File: config.mk
export PLATFORM = sky130hd
export DESIGN_NAME = rr_arb_param
export DESIGN_NICKNAME = d
export VERILOG_FILES = /design/src/rtl/rr_arb_param.sv
export SDC_FILE = /design/constraint.sdc
export NUM_CORES = 1
export LEC_CHECK = 0
export ABC_AREA = 1
export ABC_CLOCK_PERIOD_IN_PS = 1780
export BUFFER_PORTS_ARGS = -buffer_cell sky130_fd_sc_hd__buf_2
export CORE_MARGIN = 2
export CORE_UTILIZATION = 30
export DETAILED_ROUTE_END_ITERATION = 8
export GPL_ROUTABILITY_DRIVEN = 1
export PLACE_DENSITY = 0.46
export SETUP_SLACK_MARGIN = 0.02
export SYNTH_ARGS = -nofsm -noshare
export SYNTH_HDL_FRONTEND = slang
export SYNTH_SLANG_ARGS = --single-unit
File: constraint.sdc
create_clock -name clk -period 1.78 [get_ports clk]
set_input_delay 0.178 -clock clk [delete_from_list [all_inputs] [get_ports clk]]
set_output_delay 0.178 -clock clk [all_outputs]
set_load 0.03 [all_outputs]
File: src/rtl/rr_arb_param.sv
// rtl/rr_arb_param.sv - N-requester round-robin arbiter with registered one-hot grant and hold limit
// Optional feature macro: ARB_LOCK_EN (adds lock input that freezes the hold counter)
module rr_arb_param #(
  parameter int N        = 4,
  parameter int MAX_HOLD = 4,
  parameter int IDW      = $clog2(N)
) (
  input  logic           clk,
  input  logic           reset,
  input  logic [N-1:0]   request,
`ifdef ARB_LOCK_EN
  input  logic           lock,
`endif
  output logic [N-1:0]   grant,
  output logic           grant_valid,
  output logic [IDW-1:0] grant_id
);

  // A zero-width counter is illegal, so MAX_HOLD==0 still gets one (unused) bit.
  localparam int HW = (MAX_HOLD > 0) ? $clog2(MAX_HOLD + 1) : 1;
  localparam logic [HW-1:0] HOLD_LAST = HW'((MAX_HOLD > 0) ? (MAX_HOLD - 1) : 0);
  localparam logic [IDW-1:0] LAST_IDX = IDW'(N - 1);

  localparam logic [0:0] IDLE = 1'b0;
  localparam logic [0:0] BUSY = 1'b1;

  logic [0:0]     state;
  logic [IDW-1:0] ptr;
  logic [HW-1:0]  hold_cnt;

  logic           win_found;
  logic [IDW-1:0] win_idx;
  logic [IDW-1:0] ptr_nxt;
  logic [IDW:0]   scan_sum;
  logic [IDW-1:0] scan_idx;

  logic           owner_req;
  logic           others_req;
  logic           lock_active;
  logic           take_new;
  logic           go_idle;
  logic [HW-1:0]  hold_nxt;

`ifdef ARB_LOCK_EN
  assign lock_active = lock;
`else
  assign lock_active = 1'b0;
`endif

  // Cyclic search starting at ptr; wrap by explicit compare so any N is legal.
  always_comb begin
    win_found = 1'b0;
    win_idx   = '0;
    scan_sum  = '0;
    scan_idx  = '0;
    for (int k = 0; k < N; k++) begin
      scan_sum = {1'b0, ptr} + (IDW+1)'(k);
      if (scan_sum >= (IDW+1)'(N)) begin
        scan_sum = scan_sum - (IDW+1)'(N);
      end
      scan_idx = scan_sum[IDW-1:0];
      if (!win_found && request[scan_idx]) begin
        win_found = 1'b1;
        win_idx   = scan_idx;
      end
    end
    ptr_nxt = (win_idx == LAST_IDX) ? '0 : win_idx + 1'b1;
  end

  // Decide between taking a new winner, releasing to idle, or keeping the owner.
  always_comb begin
    owner_req  = |(request & grant);
    others_req = |(request & ~grant);
    take_new   = 1'b0;
    go_idle    = 1'b0;
    hold_nxt   = hold_cnt;
    if (state == IDLE) begin
      take_new = win_found;
    end else if (!owner_req) begin
      if (others_req) begin
        take_new = 1'b1;
      end else begin
        go_idle = 1'b1;
      end
    end else if (MAX_HOLD == 0) begin
      hold_nxt = '0;
    end else if (lock_active) begin
      hold_nxt = hold_cnt;
    end else if (!others_req) begin
      hold_nxt = (hold_cnt == HOLD_LAST) ? hold_cnt : hold_cnt + 1'b1;
    end else if (hold_cnt == HOLD_LAST) begin
      take_new = 1'b1;
    end else begin
      hold_nxt = hold_cnt + 1'b1;
    end
  end

  // Registered grant, pointer and hold counter; reset overrides any grant in progress.
  always_ff @(posedge clk) begin
    if (!reset) begin
      state       <= IDLE;
      grant       <= '0;
      grant_valid <= 1'b0;
      grant_id    <= '0;
      ptr         <= '0;
      hold_cnt    <= '0;
    end else if (take_new) begin
      state       <= BUSY;
      grant       <= {{(N-1){1'b0}}, 1'b1} << win_idx;
      grant_valid <= 1'b1;
      grant_id    <= win_idx;
      ptr         <= ptr_nxt;
      hold_cnt    <= '0;
    end else if (go_idle) begin
      state       <= IDLE;
      grant       <= '0;
      grant_valid <= 1'b0;
      grant_id    <= '0;
      hold_cnt    <= '0;
    end else begin
      hold_cnt    <= hold_nxt;
    end
  end

endmodule

==> results of run 1 <==
[report_power, final]
group	switching (mW)	internal, mW	leakage, nW
combinational	0.974	0.633	0.473
sequential	0.0943	0.362	0.0994
clock	0.0967	0.124	0.0210
[through the flow]
stage / cell area [µm²] / power, mW / std cells / hold slack (ns) / setup TNS, ns
detailed placement: 1040 / 1.67 / 187 / 0.459 / -0.0740
floorplan: 913 / 1.34 / 138 / 0.301 / 0
finish: 1220 / 2.28 / 195 / 0.195 / 0
global placement: 1040 / 1.67 / 187 / 0.456 / -0.0971
CTS: 1110 / 2.00 / 193 / 0.190 / 0
global route: 1220 / 2.51 / 195 / 0.196 / -0.281
[cells in the final DEF (no fill, tap or decap), drive strengths merged]
master and n:
o21bai 1, inv 18, or2 2, clkbuf 4, dfxtp 12, nand3 13
nand2 56, xnor2 1, nand4 3, a21oi 8, buf 21, o21ai 8
nor2 9, ha 6
[worst max-delay path: stages (launching register included)]
cell,delay (ns)
dfxtp_4,0.39
buf_6,0.12
nand2_2,0.06
nand2_4,0.08
nand2_2,0.05
nand2_2,0.08
inv_2,0.05
nor2_4,0.11
nand4_1,0.14
nand2_2,0.13
inv_2,0.06
ha_4,0.25
nand2_2,0.05
a21oi_2,0.11
[kinds of logic after synthesis]
| kind of cell | after synthesis | synth area share (%) |
|---|---|---|
| adders and majority gates | 6 | 8.22 |
| and+or+nand+nor | 83 | 43.8 |
| buffers and inverters | 19 | 8.22 |
| AOI/OAI and AO/OA | 17 | 12.5 |
| xor gates and xnor gates | 1 | 0.959 |
| DFF | 12 | 26.3 |
[worst min path at each step]
stage	from	to	slack (ns)
2_1_floorplan	reset	ptr[0]	0.30
3_3_place_gp	hold_cnt[2]	hold_cnt[2]	0.46
3_5_place_dp	hold_cnt[2]	hold_cnt[2]	0.46
4_1_cts	reset	ptr[0]	0.19
5_1_grt	reset	ptr[0]	0.20
6_report	reset	ptr[0]	0.20
[layer usage]
metal,part of all wire [%],vias to the layer above
met5,0,-
li1,-,491
met2,45,15
met1,49,416
met4,1.6,0
met3,4.2,6
[layout make-up]
| type | instances | area share [%] |
|---|---|---|
| inverter | 18 | 5.97 |
| sequential | 12 | 20.2 |
| clock buffer | 4 | 2.98 |
| tap | 33 | 3.40 |
| timing repair buffer | 21 | 10.8 |
| multi-input combinational | 107 | 56.7 |
[registers in the layout, summed over array words and instances (netlist names)]
signal and count:
state 1, hold_cnt 3, ptr 2, grant 4, grant_id 2
[what timing repair did]
| item | CTS | global route |
|---|---|---|
| setup endpoints to repair | 3 | 5 |
| cloned | 0 | 1 |
| endpoints found under the hold margin | 0 | 0 |
| pin swaps | 1 | 19 |
| buffers inserted | 2 | 1 |
| resized for setup | 10 | 31 |
==> impl_metrics.env, run 1 <==
export IMPL_nets=175
export IMPL_wire_per_inst_um=11.4
export IMPL_ys_flop_type="dfxtp_1"
export IMPL_dp_slack_ns=-0.0562
export IMPL_maxCapViolCount=0
export IMPL_power_density_nw_per_um2=1880
export IMPL_die_w_um=59.2
export IMPL_fillers=313
export IMPL_num_vias=928
export IMPL_syn_area_per_cell_um2=6.62
export IMPL_relSlewSlack_pct=84.2
export IMPL_via_per_inst=4.76
export IMPL_seq_area_um2=245
export IMPL_dp_hpwl_mm=1.65
export IMPL_top_usage_layer="met1"
export IMPL_first_pass_iters=4
export IMPL_synthTopCellsByCount="nand2_1 (50), inv_1 (18), dfxtp_1 (12), nand3_1 (12)"
export IMPL_grtUsageMet3_pct=2.84
export IMPL_slew_violations=0
export IMPL_ctsHoldBuffers=0
export IMPL_r2r_end="ptr[1]"
export IMPL_grt_pass1_wl_mm=3.76
export IMPL_r2r_start="ptr[0]"
export IMPL_startpoint_type="flop"
export IMPL_cts_max_path_buffers=2
export IMPL_grt_pass1_vias=861
export IMPL_globalRouteMet1Util_pct=20.6
export IMPL_end_kind="flop"
export IMPL_p_leak_nw=0.593
export IMPL_critical_path_required_ns=1.99
export IMPL_hold_path_depth=3
export IMPL_numCtsBuffers=3
export IMPL_r2r_slack_ns=0.02
export IMPL_synth_top_area_share_pct=26.3
export IMPL_synth_cell_types=20
export IMPL_seq_area_frac_synth_pct=26.3
export IMPL_root_buffer="clkbuf_4"
export IMPL_worstSkewPairLatency_ns=0.27
export IMPL_gp_congestion=0.817
export IMPL_crit_type="reg -> reg"
export IMPL_finalHoldViolCount=0
export IMPL_rows=20
export IMPL_async_flop_share_pct=0
export IMPL_synth_warnings=0
export IMPL_multi_input_area_um2=689
export IMPL_die_h_um=59.2
export IMPL_status="finished clean"
export IMPL_path_clk_slew_ns=0.08
export IMPL_worst_slew_pin_slew_ns=0.238
export IMPL_yosysMostFrequentCell="nand2_1"
export IMPL_drt_total_wl_mm=2.22
export IMPL_antenna_left=0
export IMPL_rsz0062_at_grt="true"
export IMPL_hp_class="in -> reg"
export IMPL_setup_worst_path_start="ptr[0]"
export IMPL_grt_ovfl_total=0
export IMPL_cts_tree="done"
export IMPL_synth_edff_count=0
export IMPL_io_pins=13
export IMPL_cp_arrival_ns=1.97
export IMPL_ir_drop_mv=0.908
export IMPL_synth_top_area_cell="dfxtp_1"
export IMPL_fin_crit_sh_pct=99.1
export IMPL_die_area_um2=3500
export IMPL_core_area_um2=2980
export IMPL_max_freq_ghz=0.567
export IMPL_antenna_cells=0
export IMPL_crit_end="ptr[1]"
export IMPL_initial_core_util_pct=30.7
export IMPL_clock_sinks=12
export IMPL_port_buffers=12
export IMPL_syn_area_um2=913
export IMPL_areaGrowthSynthToFinish_pct=33.2
export IMPL_critical_path_peak_fanout=5
export IMPL_finalWorstSetupSlack_ns=0.0164
export IMPL_final_util_pct=40.8
export IMPL_grt_antenna_before_repair=0
export IMPL_fin_crit_ns=1.76
export IMPL_skew_ns=0.000564
export IMPL_synth_area_leaders="dfxtp_1 (26%), nand2_1 (21%), ha_1 (8.2%), inv_1 (7.4%), nand3_1 (6.6%)"
export IMPL_syn_num_nets=150
export IMPL_grtUsageMet2_pct=20.0
export IMPL_htreeDepth=1
export IMPL_drive_gt1_share_pct=46.3
export IMPL_grtUsageTotal_pct=14.0
export IMPL_ys_ff_latch=12
export IMPL_synthCells=138
export IMPL_drt_first_iter_violations=39
export IMPL_drc=0
export IMPL_grt_max_degree=11
export IMPL_rr_worst_depth=13
export IMPL_setup_violations=0
Note: power is estimated with default switching activity, not from simulation.
==> run 2, diff against run 1 <==
Settings changed: PLACE_DENSITY 0.46 to not set.
==> run 2 against run 1 <==
Against the previous run:
- non-clock buffer count is 1 higher
- cell count is 0.51% higher
- combinational power is 3% lower
- routed wire length is 0.77% lower
- count of clock-buffer cells in the layout stayed put
- clock skew is 0.0068 ns higher
- critical endpoint unchanged
- core utilization is 0.38 points lower
- largest cell class unchanged
- first-iteration DRC count is 28% lower
==> impl_metrics.env, run 2 (synthesized netlist as in run 1, its figures left out) <==
export IMPL_cts_max_path_buffers=2
export IMPL_wire_per_inst_um=11.2
export IMPL_grt_max_degree=10
export IMPL_root_buffer="clkbuf_4"
export IMPL_skew_ns=0.00733
export IMPL_port_buffers=12
export IMPL_top_regs="grant (4), hold_cnt (3)"
export IMPL_htreeDepth=1
export IMPL_num_vias=928
export IMPL_grt_pass1_wl_mm=3.44
export IMPL_antenna_cells=0
export IMPL_end_kind="flop"
export IMPL_final_cells=196
export IMPL_slowest_stage="dfxtp_2"
export IMPL_die_w_um=59.2
export IMPL_setup_violations=0
export IMPL_relSlewSlack_pct=83.5
export IMPL_r2r_slack_ns=0.02
export IMPL_drc=0
export IMPL_hp_class="in -> reg"
export IMPL_grt_ovfl_total=0
export IMPL_antenna_left=0
export IMPL_rsz0062_at_grt="true"
export IMPL_crit_type="reg -> reg"
export IMPL_critical_path_peak_fanout=4
export IMPL_status="finished clean"
export IMPL_dp_slack_ns=-0.0277
export IMPL_place_area_um2=1050
export IMPL_timing_critical_path_mode_cell="nand2_2"
export IMPL_core_area_um2=2980
export IMPL_ctsHoldBuffers=0
export IMPL_die_h_um=59.2
export IMPL_via_per_inst=4.73
export IMPL_fin_crit_sh_pct=98.8
export IMPL_p_total_mw=2.23
export IMPL_maxCapViolCount=0
export IMPL_numCtsBuffers=3
export IMPL_grtUsageTotal_pct=13.0
export IMPL_crit_path_max_incr_delay_ns=0.37
export IMPL_grt_pass1_vias=852
export IMPL_final_cell_mix="nand2_1 (37), nand2_2 (15), buf_2 (13)"
export IMPL_regMostFlops="grant"
export IMPL_first_pass_iters=4
export IMPL_nets=176
export IMPL_setup_tns_ns=0
export IMPL_p_leak_nw=0.595
export IMPL_final_util_pct=40.5
export IMPL_hold_slack_ns=0.183
export IMPL_max_freq_ghz=0.569
export IMPL_clock_sinks=12
export IMPL_gp_congestion=0.804
export IMPL_drt_first_iter_violations=28
export IMPL_rows=20
export IMPL_areaGrowthSynthToFinish_pct=31.9
export IMPL_initial_core_util_pct=30.7
export IMPL_ir_drop_mv=0.860
export IMPL_worst_slew_pin_slew_ns=0.247
export IMPL_grt_antenna_before_repair=0
export IMPL_fin_crit_ns=1.76
export IMPL_power_density_nw_per_um2=1850
export IMPL_cp_arrival_ns=1.97
export IMPL_largest_register_ffs=4
export IMPL_finalHoldViolCount=0
export IMPL_drt_total_wl_mm=2.20
export IMPL_cp_cell_sequence="buf_4 > nand2_1 > nand2_2 > nand2_2 > nand2_4 > inv_2 > nor2_4 > nand4_1 > nand2_2 > inv_2 > ha_4 > nand2_2 > a21oi_2"
export IMPL_worstSkewPairLatency_ns=0.28
export IMPL_path_clk_slew_ns=0.08
export IMPL_dp_cells=188
export IMPL_cts_tree="done"
export IMPL_final_common_cell="nand2_1"
export IMPL_io_pins=13
export IMPL_slew_violations=0
export IMPL_drive_gt1_share_pct=44.2
export IMPL_dp_hpwl_mm=1.67
export IMPL_critical_path_required_ns=1.99
export IMPL_finalWorstSetupSlack_ns=0.0221
export IMPL_startpoint_type="flop"
export IMPL_final_area_um2=1200
export IMPL_die_area_um2=3500
==> run 2: final timing paths <==
| check | from | end | depth (start not counted) |
|---|---|---|---|
| max | ptr[1] | ptr[1] | 13 |
| min reg2reg | grant_id[1] | grant_id[1] | 2 |
| min | reset | ptr[0] | 3 |
| max reg2reg | ptr[1] | ptr[1] | 13 |
==> run 2: timing repair <==
item	CTS	global route
cloned	0	1
pin swaps	1	14
setup endpoints to repair	3	6
buffers inserted	1	3
gates resized for setup	8	27
endpoints found under the hold margin	0	0
==> run 2: metal layers <==
layer / vias to the layer above / wire length, µm / GRT usage, %
li1: 489 / - / -
met1: 418 / 917 / 14.1
met2: 13 / 1180 / 24.6
met3: 8 / 31 / 1.31
met4: 0 / 71 / 6.82
met5: - / 0 / 0
==> run 2: critical path, delay by kind of cell (launching register included) <==
kind / cells / cell delay (ns)
simple gates: 8 / 0.72
flops: 1 / 0.37
fa+ha+maj: 1 / 0.25
buf+inv: 3 / 0.23
compound gates: 1 / 0.12
==> run 2: final cells by class <==
type                    instances  area, µm²
fillers                       307       1770
well taps                      33       41.3
flip-flops and latches         12        245
inverters                      18       70.1
multi-input cells             107        676
clock buffers                   4       36.3
repair buffers                 22        136
==> run 2: where the power goes <==
group          switching (mW)  internal [mW]
Sequential             0.0835          0.362
Clock                  0.0947          0.125
Combinational           0.960          0.604
Total                    1.14           1.09
